$ cat src/rtl/io_handshake_responder.sv
// Board-side responder for the CPU IN/OUT/HALT stall protocol: debounced release
// keys, a latch for IN data from the switches, and an OUT capture for the displays.

module io_key_debouncer #(
  parameter int DEBOUNCE_CYCLES = 50000,
  parameter bit ACTIVE_LOW      = 1'b1
) (
  input  logic clock,
  input  logic reset,
  input  logic raw_key,
  output logic level,
  output logic press
);

  localparam int CW = $clog2(DEBOUNCE_CYCLES);
  localparam logic [CW-1:0] COUNT_LAST = CW'(DEBOUNCE_CYCLES - 1);

  logic          pressed_raw;
  logic          sync_a;
  logic          sync_b;
  logic          level_q;
  logic          level_d;
  logic [CW-1:0] count;

  assign pressed_raw = ACTIVE_LOW ? ~raw_key : raw_key;

  always_ff @(posedge clock) begin
    if (reset) begin
      sync_a <= 1'b0;
      sync_b <= 1'b0;
    end else begin
      sync_a <= pressed_raw;
      sync_b <= sync_a;
    end
  end

  // The level only flips after DEBOUNCE_CYCLES consecutive disagreeing samples.
  always_ff @(posedge clock) begin
    if (reset) begin
      count   <= '0;
      level_q <= 1'b0;
      level_d <= 1'b0;
    end else begin
      level_d <= level_q;
      if (sync_b == level_q) begin
        count <= '0;
      end else if (count == COUNT_LAST) begin
        level_q <= ~level_q;
        count   <= '0;
      end else begin
        count <= count + CW'(1);
      end
    end
  end

  assign level = level_q;
  assign press = level_q & ~level_d;

endmodule

module io_handshake_responder #(
  parameter int DATA_WIDTH      = 32,
  parameter int SW_WIDTH        = 16,
  parameter int DEBOUNCE_CYCLES = 50000,
  parameter int KEY_ACTIVE_LOW  = 1
) (
  input  logic                  clock,
  input  logic                  reset,
  input  logic                  inPending,
  input  logic                  haltPending,
  input  logic                  outWrite,
  input  logic [DATA_WIDTH-1:0] outData,
  input  logic [SW_WIDTH-1:0]   switches,
  input  logic                  confirmKey,
  input  logic                  resumeKey,
  output logic                  inFlag,
  output logic                  resumeFlag,
  output logic [DATA_WIDTH-1:0] inData,
  output logic [DATA_WIDTH-1:0] outValue,
  output logic [7:0]            outCount,
  output logic                  waiting
);

  typedef enum logic [1:0] {
    IDLE,
    WAIT_IN,
    WAIT_HALT,
    RELEASE
  } state_t;

  state_t state;
  state_t state_next;

  logic confirm_level;
  logic confirm_press;
  logic resume_level;
  logic resume_press;
  logic in_flag_c;
  logic resume_flag_c;
  logic capture_in;

  io_key_debouncer #(
    .DEBOUNCE_CYCLES (DEBOUNCE_CYCLES),
    .ACTIVE_LOW      (KEY_ACTIVE_LOW != 0)
  ) u_confirm_db (
    .clock   (clock),
    .reset   (reset),
    .raw_key (confirmKey),
    .level   (confirm_level),
    .press   (confirm_press)
  );

  io_key_debouncer #(
    .DEBOUNCE_CYCLES (DEBOUNCE_CYCLES),
    .ACTIVE_LOW      (KEY_ACTIVE_LOW != 0)
  ) u_resume_db (
    .clock   (clock),
    .reset   (reset),
    .raw_key (resumeKey),
    .level   (resume_level),
    .press   (resume_press)
  );

  always_ff @(posedge clock) begin
    if (reset) begin
      state   <= IDLE;
      waiting <= 1'b0;
    end else begin
      state   <= state_next;
      waiting <= (state_next == WAIT_IN) || (state_next == WAIT_HALT);
    end
  end

  // RELEASE waits for both keys to let go so one held press cannot serve two instructions.
  always_comb begin
    state_next    = state;
    in_flag_c     = 1'b0;
    resume_flag_c = 1'b0;
    capture_in    = 1'b0;
    case (state)
      IDLE: begin
        if (inPending) begin
          state_next = WAIT_IN;
        end else if (haltPending) begin
          state_next = WAIT_HALT;
        end
      end
      WAIT_IN: begin
        if (confirm_press) begin
          in_flag_c  = 1'b1;
          capture_in = 1'b1;
          state_next = RELEASE;
        end else if (!inPending) begin
          state_next = IDLE;
        end
      end
      WAIT_HALT: begin
        if (resume_press) begin
          resume_flag_c = 1'b1;
          state_next    = RELEASE;
        end else if (!haltPending) begin
          state_next = IDLE;
        end
      end
      RELEASE: begin
        if (!confirm_level && !resume_level) begin
          state_next = IDLE;
        end
      end
      default: state_next = IDLE;
    endcase
  end

  assign inFlag     = in_flag_c;
  assign resumeFlag = resume_flag_c;

  always_ff @(posedge clock) begin
    if (reset) begin
      inData <= '0;
    end else if (capture_in) begin
      inData <= DATA_WIDTH'(switches);
    end
  end

  always_ff @(posedge clock) begin
    if (reset) begin
      outValue <= '0;
      outCount <= '0;
    end else if (outWrite) begin
      outValue <= outData;
      outCount <= outCount + 8'd1;
    end
  end

  assert property (@(posedge clock) disable iff (reset) !(inFlag && resumeFlag));
  assert property (@(posedge clock) disable iff (reset) inFlag |=> !inFlag);
  assert property (@(posedge clock) disable iff (reset) resumeFlag |=> !resumeFlag);

endmodule

$ cat config.mk
export PLATFORM = sky130hd
export DESIGN_NAME = io_handshake_responder
export DESIGN_NICKNAME = d
export VERILOG_FILES = /design/src/rtl/io_handshake_responder.sv
export SDC_FILE = /design/constraint.sdc
export NUM_CORES = 1
export LEC_CHECK = 0
export CAP_MARGIN = 10
export CORE_ASPECT_RATIO = 1.2
export CORE_MARGIN = 3
export CORE_UTILIZATION = 44
export CTS_CLUSTER_DIAMETER = 150
export DETAILED_ROUTE_END_ITERATION = 6
export PLACE_DENSITY = 0.77
export SETUP_SLACK_MARGIN = 0.5
export SLEW_MARGIN = 0
export SYNTH_ARGS = -nofsm -noshare
export SYNTH_HDL_FRONTEND = slang
export SYNTH_SLANG_ARGS = --single-unit
$ cat constraint.sdc
create_clock -name clock -period 2.5 [get_ports clock]
set_input_delay 0.25 -clock clock [delete_from_list [all_inputs] [get_ports clock]]
set_output_delay 0.25 -clock clock [all_outputs]
set_load 0.03 [all_outputs]
; Word level (Yosys, flattened, before mapping)
; Cells that the tools add are included.
[word_totals]
elab_cells = 58
inputBits = 55
register_bits = 99
out_inout_bits = 75
[op_classes]
n_bitwise = 10
eq_ne = 9
reduce_logical = 9
n_mux = 12
n_addsub = 3
[op_table]
columns = cell, count
row1 = $add A16 B1 Y16 const B, 2
row2 = $eq A16 B16 Y1 const B, 2
row3 = $mux W2, 7
row4 = $add A8 B1 Y8 const B, 1
row5 = $not A1 Y1, 8
row6 = $pmux W2 S4, 1
row7 = $eq A2 B2 Y1 const B, 3
row8 = $reduce_or A3 Y1, 2
row9 = $eq A2 B1 Y1 const B, 2
row10 = $mux W1, 4
row11 = $reduce_and A2 Y1, 2
row12 = $and A1 B1 Y1, 2
row13 = $eq A1 B1 Y1, 2
row14 = $logic_not A1 Y1, 2
row15 = $logic_not A2 Y1, 1
row16 = $logic_and A1 B1 Y1, 1
row17 = $logic_or A1 B1 Y1, 1

; Depth between registers and ports, before layout
[logic_depth]
word_depth = 6
depth_mapped = 7
ltp_nobuf = 5

; Cells and area by module
; Synthesis repeated with hierarchy kept, for this count alone.
[hier_totals]
hier_cells = 427
hier_area_um2 = 3956.3
[by_module_without_submodules]
columns = mod, seq_area_each_um2, area_per_inst_um2, n_inst, cells_per_inst
row1 = io_handshake_responder, 1181.1, 2277.2, 1, 243
row2 = io_key_debouncer, 400.4, 839.6, 2, 92

; Worst setup path before layout
; Ideal clock, no wire load.
[synth_timing]
kind = reg-to-reg
startpoint = register u_resume_db.count[0]
endpoint = register u_resume_db.count[4]
slack_ps = 1061
setup_time_ps = 115
period_less_slack_ps = 1439
arrival_ps = 1324
path_buffers = 1
required_time_ps = 2385
stages_incl_launch_ff = 7
cell_sequence = dfxtp_1 > ha_1 > nand3_2 > nand4b_1 > nand2_2 > buf_4 > nor2_1
[synth_via]
elab_chain_len = 2
elab_cells_between_ends = 3
cone_classes = add/sub: 1 / eq/ne: 1 / reduce/logical: 1
[synth_lines]
columns = element, line
row1 = start: declaration, 23  ; logic [CW-1:0] count;
row2 = start signal: assignment, 51  ; count <= count + CW'(1);
row3 = "parallel branches: the longest is 2 deep, another holds $add A16 B1 Y16", --
; Parallel ways; which one is timed is not known.
; A chain may end at the register's enable or synchronous reset.

; Worst setup path in the final report
[layout_timing]
startpoint = register state[0]
endpoint = output port inFlag
[layout_via]
elab_chain_len = 2
[layout_lines]
columns = element, line
row1 = start: declaration, 91  ; state_t state;
row2 = start signal: assignment, 129  ; state <= state_next;
row3 = $eq A2 B1 Y1, 140  ; case (state)
row4 = $mux W1, 140
row5 = end: declaration, 76  ; output logic inFlag,
; No other way between the ends.

==> results.json <==
{
  "grt_pass1_wl_um": 15090,
  "drive_gt1_frac": 0.1044,
  "regToRegSetupSlack_ps": 840,
  "endpoint": "inFlag",
  "vias_per_cell": 4.831,
  "diodes": 0,
  "top_layer_used": "met4",
  "fin_util": 0.6178,
  "drt_first_pass_iters": 4,
  "die_x_um": 93.30,
  "ios": 130,
  "r2r-start": "u_confirm_db.count[0]",
  "grt_start_max_net_pins": 60,
  "crit_start": "state[0]",
  "cpMaxStageDelayCell": "dfxtp_1",
  "cts_made_buffers": 9,
  "syn_avg_cell_area_sq_um": 9.446,
  "grt_pass1_vias": 3251,
  "met3_length_um": 758,
  "p_per_area_nw_per_um2": 564.9,
  "yosysSeqAreaShare": 0.4925,
  "cpPeakStageDelay_ps": 390,
  "ys_warn_count": 0,
  "antenna_found_initial": 0,
  "cts_tree": "built",
  "areaGrowthSynthToFinish_pct": 34.33,
  "cp_data_required_time_ps": 2250,
  "clock_path_buffers": 2,
  "initial_core_util": 0.4599,
  "synth_edf_count": 0,
  "cap_violations": 0,
  "routed_wl_um": 8725,
  "maxSlewHeadroom": 0.5766,
  "finalHoldViolCount": 0,
  "setup_slack_ps": 648.9,
  "min_period_ps": 1851,
  "overflow": 0,
  "drcViolationCount": 0,
  "post-place-ws_ps": 553.8,
  "dr_wl_met2_um": 4247,
  "leakage_nw": 1.987,
  "numClockSinks": 99,
  "synth-seq-cells": 99,
  "setup_viol": 0,
  "wl_per_cell_um": 13.16,
  "timing.fmax_mhz": 540.2,
  "crit_path_end_kind": "primary output",
  "port_buffers": 113,
  "clk_pin_slew_ps": 90,
  "arrival_ps": 1600,
  "rsz0062_at_grt": "no",
  "via_count": 3203,
  "r2r-end": "u_confirm_db.count[10]",
  "reg2reg_depth": 5,
  "clock_latency_ps": 360,
  "die-area_sq_um": 10330,
  "syn_inst": 426,
  "path_max_fanout": 8,
  "synthFlopType": "dfxtp_1",
  "coreArea_sq_um": 8750,
  "power.total_mw": 3.053,
  "fp-row-count": 37,
  "netlist_area_sq_um": 4024,
  "drtIter0Drc": 189,
  "period_share": 0.7404,
  "postCtsHoldBufs": 0,
  "fin_skew_ps": 10.72,
  "grt_usage": 0.1795,
  "synth_cell_types": 37,
  "slew_violations": 0,
  "worstPathCellList": "nand2_2, or3_1, clkinv_4, clkdlybuf4s18_2",
  "worstSetupPathType": "flop to primary output",
  "place.gp.congestion": 0.7778,
  "critPathLaunchType": "flop",
  "clockRootBuffer": "clkbuf_8",
  "ant_nets": 0,
  "synthArstFlopShare": 0,
  "m1WireLength_um": 3529,
  "status": "finished, final reports clean",
  "vdd_ir_drop_max_v": 0.0003778,
  "final_nets": 599,
  "htree_levels": 3,
  "setup_tns_ps": 0,
  "die_h_um": 110.8,
  "worst_pin_slew_ps": 635.1,
  "dp_hpwl_um": 6226,
  "hold_path_class": "primary input to flop"
}
-- worst max-delay path, delay by kind of cell (launching register included) --
kind | cells | cell delay [ps]
buffers and inverters | 2 | 400
flip-flops | 1 | 390
AND/OR/NAND/NOR | 2 | 450
-- cell usage after synthesis, drive strengths merged, types with 7 or more instances --
cell | count | area, sq um
xnor2 | 28 | 245.2
nand3 | 11 | 60.06
xor2 | 7 | 61.31
nor3 | 9 | 45.04
dfxtp | 99 | 1982
buf | 27 | 198.9
nor2 | 81 | 304.0
nand2 | 46 | 200.2
nor4 | 9 | 81.33
nand4 | 11 | 90.08
a21oi | 22 | 143.9
mux2i | 35 | 350.3
-- sequential cells by signal (all words and copies together) (netlist names) --
signal,flops
u_confirm_db.count,16
u_resume_db.level_d,1
outCount,8
waiting,1
u_confirm_db.sync_a,1
u_resume_db.sync_a,1
u_resume_db.level,1
u_confirm_db.level_d,1
inData,16
u_resume_db.sync_b,1
outValue,32
u_confirm_db.level,1
state,2
u_resume_db.count,16
u_confirm_db.sync_b,1
-- worst min path at each step --
stage                     slack [ps]                   to  cells after the start                start
after floorplan                  320  u_confirm_db.sync_a                      1           confirmKey
after CTS                        190  u_resume_db.level_d                      2                reset
after global placement           420  u_confirm_db.sync_b                      1  u_confirm_db.sync_a
after detailed placement         440   u_resume_db.sync_b                      1   u_resume_db.sync_a
final                            200  u_resume_db.level_d                      2                reset
after global routing             200  u_resume_db.level_d                      2                reset
-- kinds of logic (layout without fill, tap and decap cells) --
kind of cell	after synthesis	after routing	share of synthesized area
compound gates	25	25	0.03949
xor+xnor	35	35	0.07618
mux	35	35	0.08707
fa+ha+maj	3	3	0.009329
other cells	1	16	0.0009319
flops	99	99	0.4925
simple gates	188	188	0.2317
buf+inv	40	145	0.06281
-- layer usage --
layer / track usage / vias to the layer above
met3: 0.07739 / 16
met5: 0 / -
met4: 0.07527 / 0
li1: - / 1606
met2: 0.2920 / 96
met1: 0.2034 / 1485
-- stage by stage --
| step | hold WS [ps] | instances | instance area (sq um) |
|---|---|---|---|
| finish | 202.9 | 663 | 5405 |
| global route | 202.5 | 663 | 5405 |
| CTS | 188.2 | 657 | 5358 |
| detailed placement | 436.9 | 641 | 5149 |
| global placement | 419.7 | 641 | 5149 |
| floorplan | 316.7 | 441 | 4080 |
-- report_power, final --
group,total [mW],internal (mW),switching [mW]
registers,1.64,1.62,0.0249
clock network,1.05,0.497,0.552
logic,0.362,0.170,0.192
-- placed cells by master (no fill, tap or decap), types with 4 or more instances in the layout --
cell type	count
nand2_2	11
inv_1	6
nand2_1	35
clkbuf_8	10
nor2b_1	4
nor4_1	5
xor2_1	7
nor4_2	4
nand3_1	10
nor3_1	9
mux2i_1	35
and3_1	4
a21oi_2	9
nor2_1	81
dfxtp_1	98
xnor2_1	28
conb_1	16
clkdlybuf4s50_1	109
buf_4	9
a21oi_1	13
nand4_1	9
-- cell type report --
cell class | instances | area, sq um
Inverter | 7 | 31.28
Clock buffer | 10 | 137.6
Tap cell | 117 | 146.4
Fill cell | 710 | 3344
Multi-Input combinational cell | 302 | 1846
Sequential cell | 99 | 1983
Timing Repair Buffer | 122 | 1191
Clock inverter | 6 | 70.07
-- repair_timing --
item	CTS	global route
hold endpoints to repair	0	0
gates cloned	0	0
gates resized for setup	3	3
buffers inserted	0	6
endpoints found under the setup margin	1	2
Note: power is estimated with default switching activity, not from simulation.
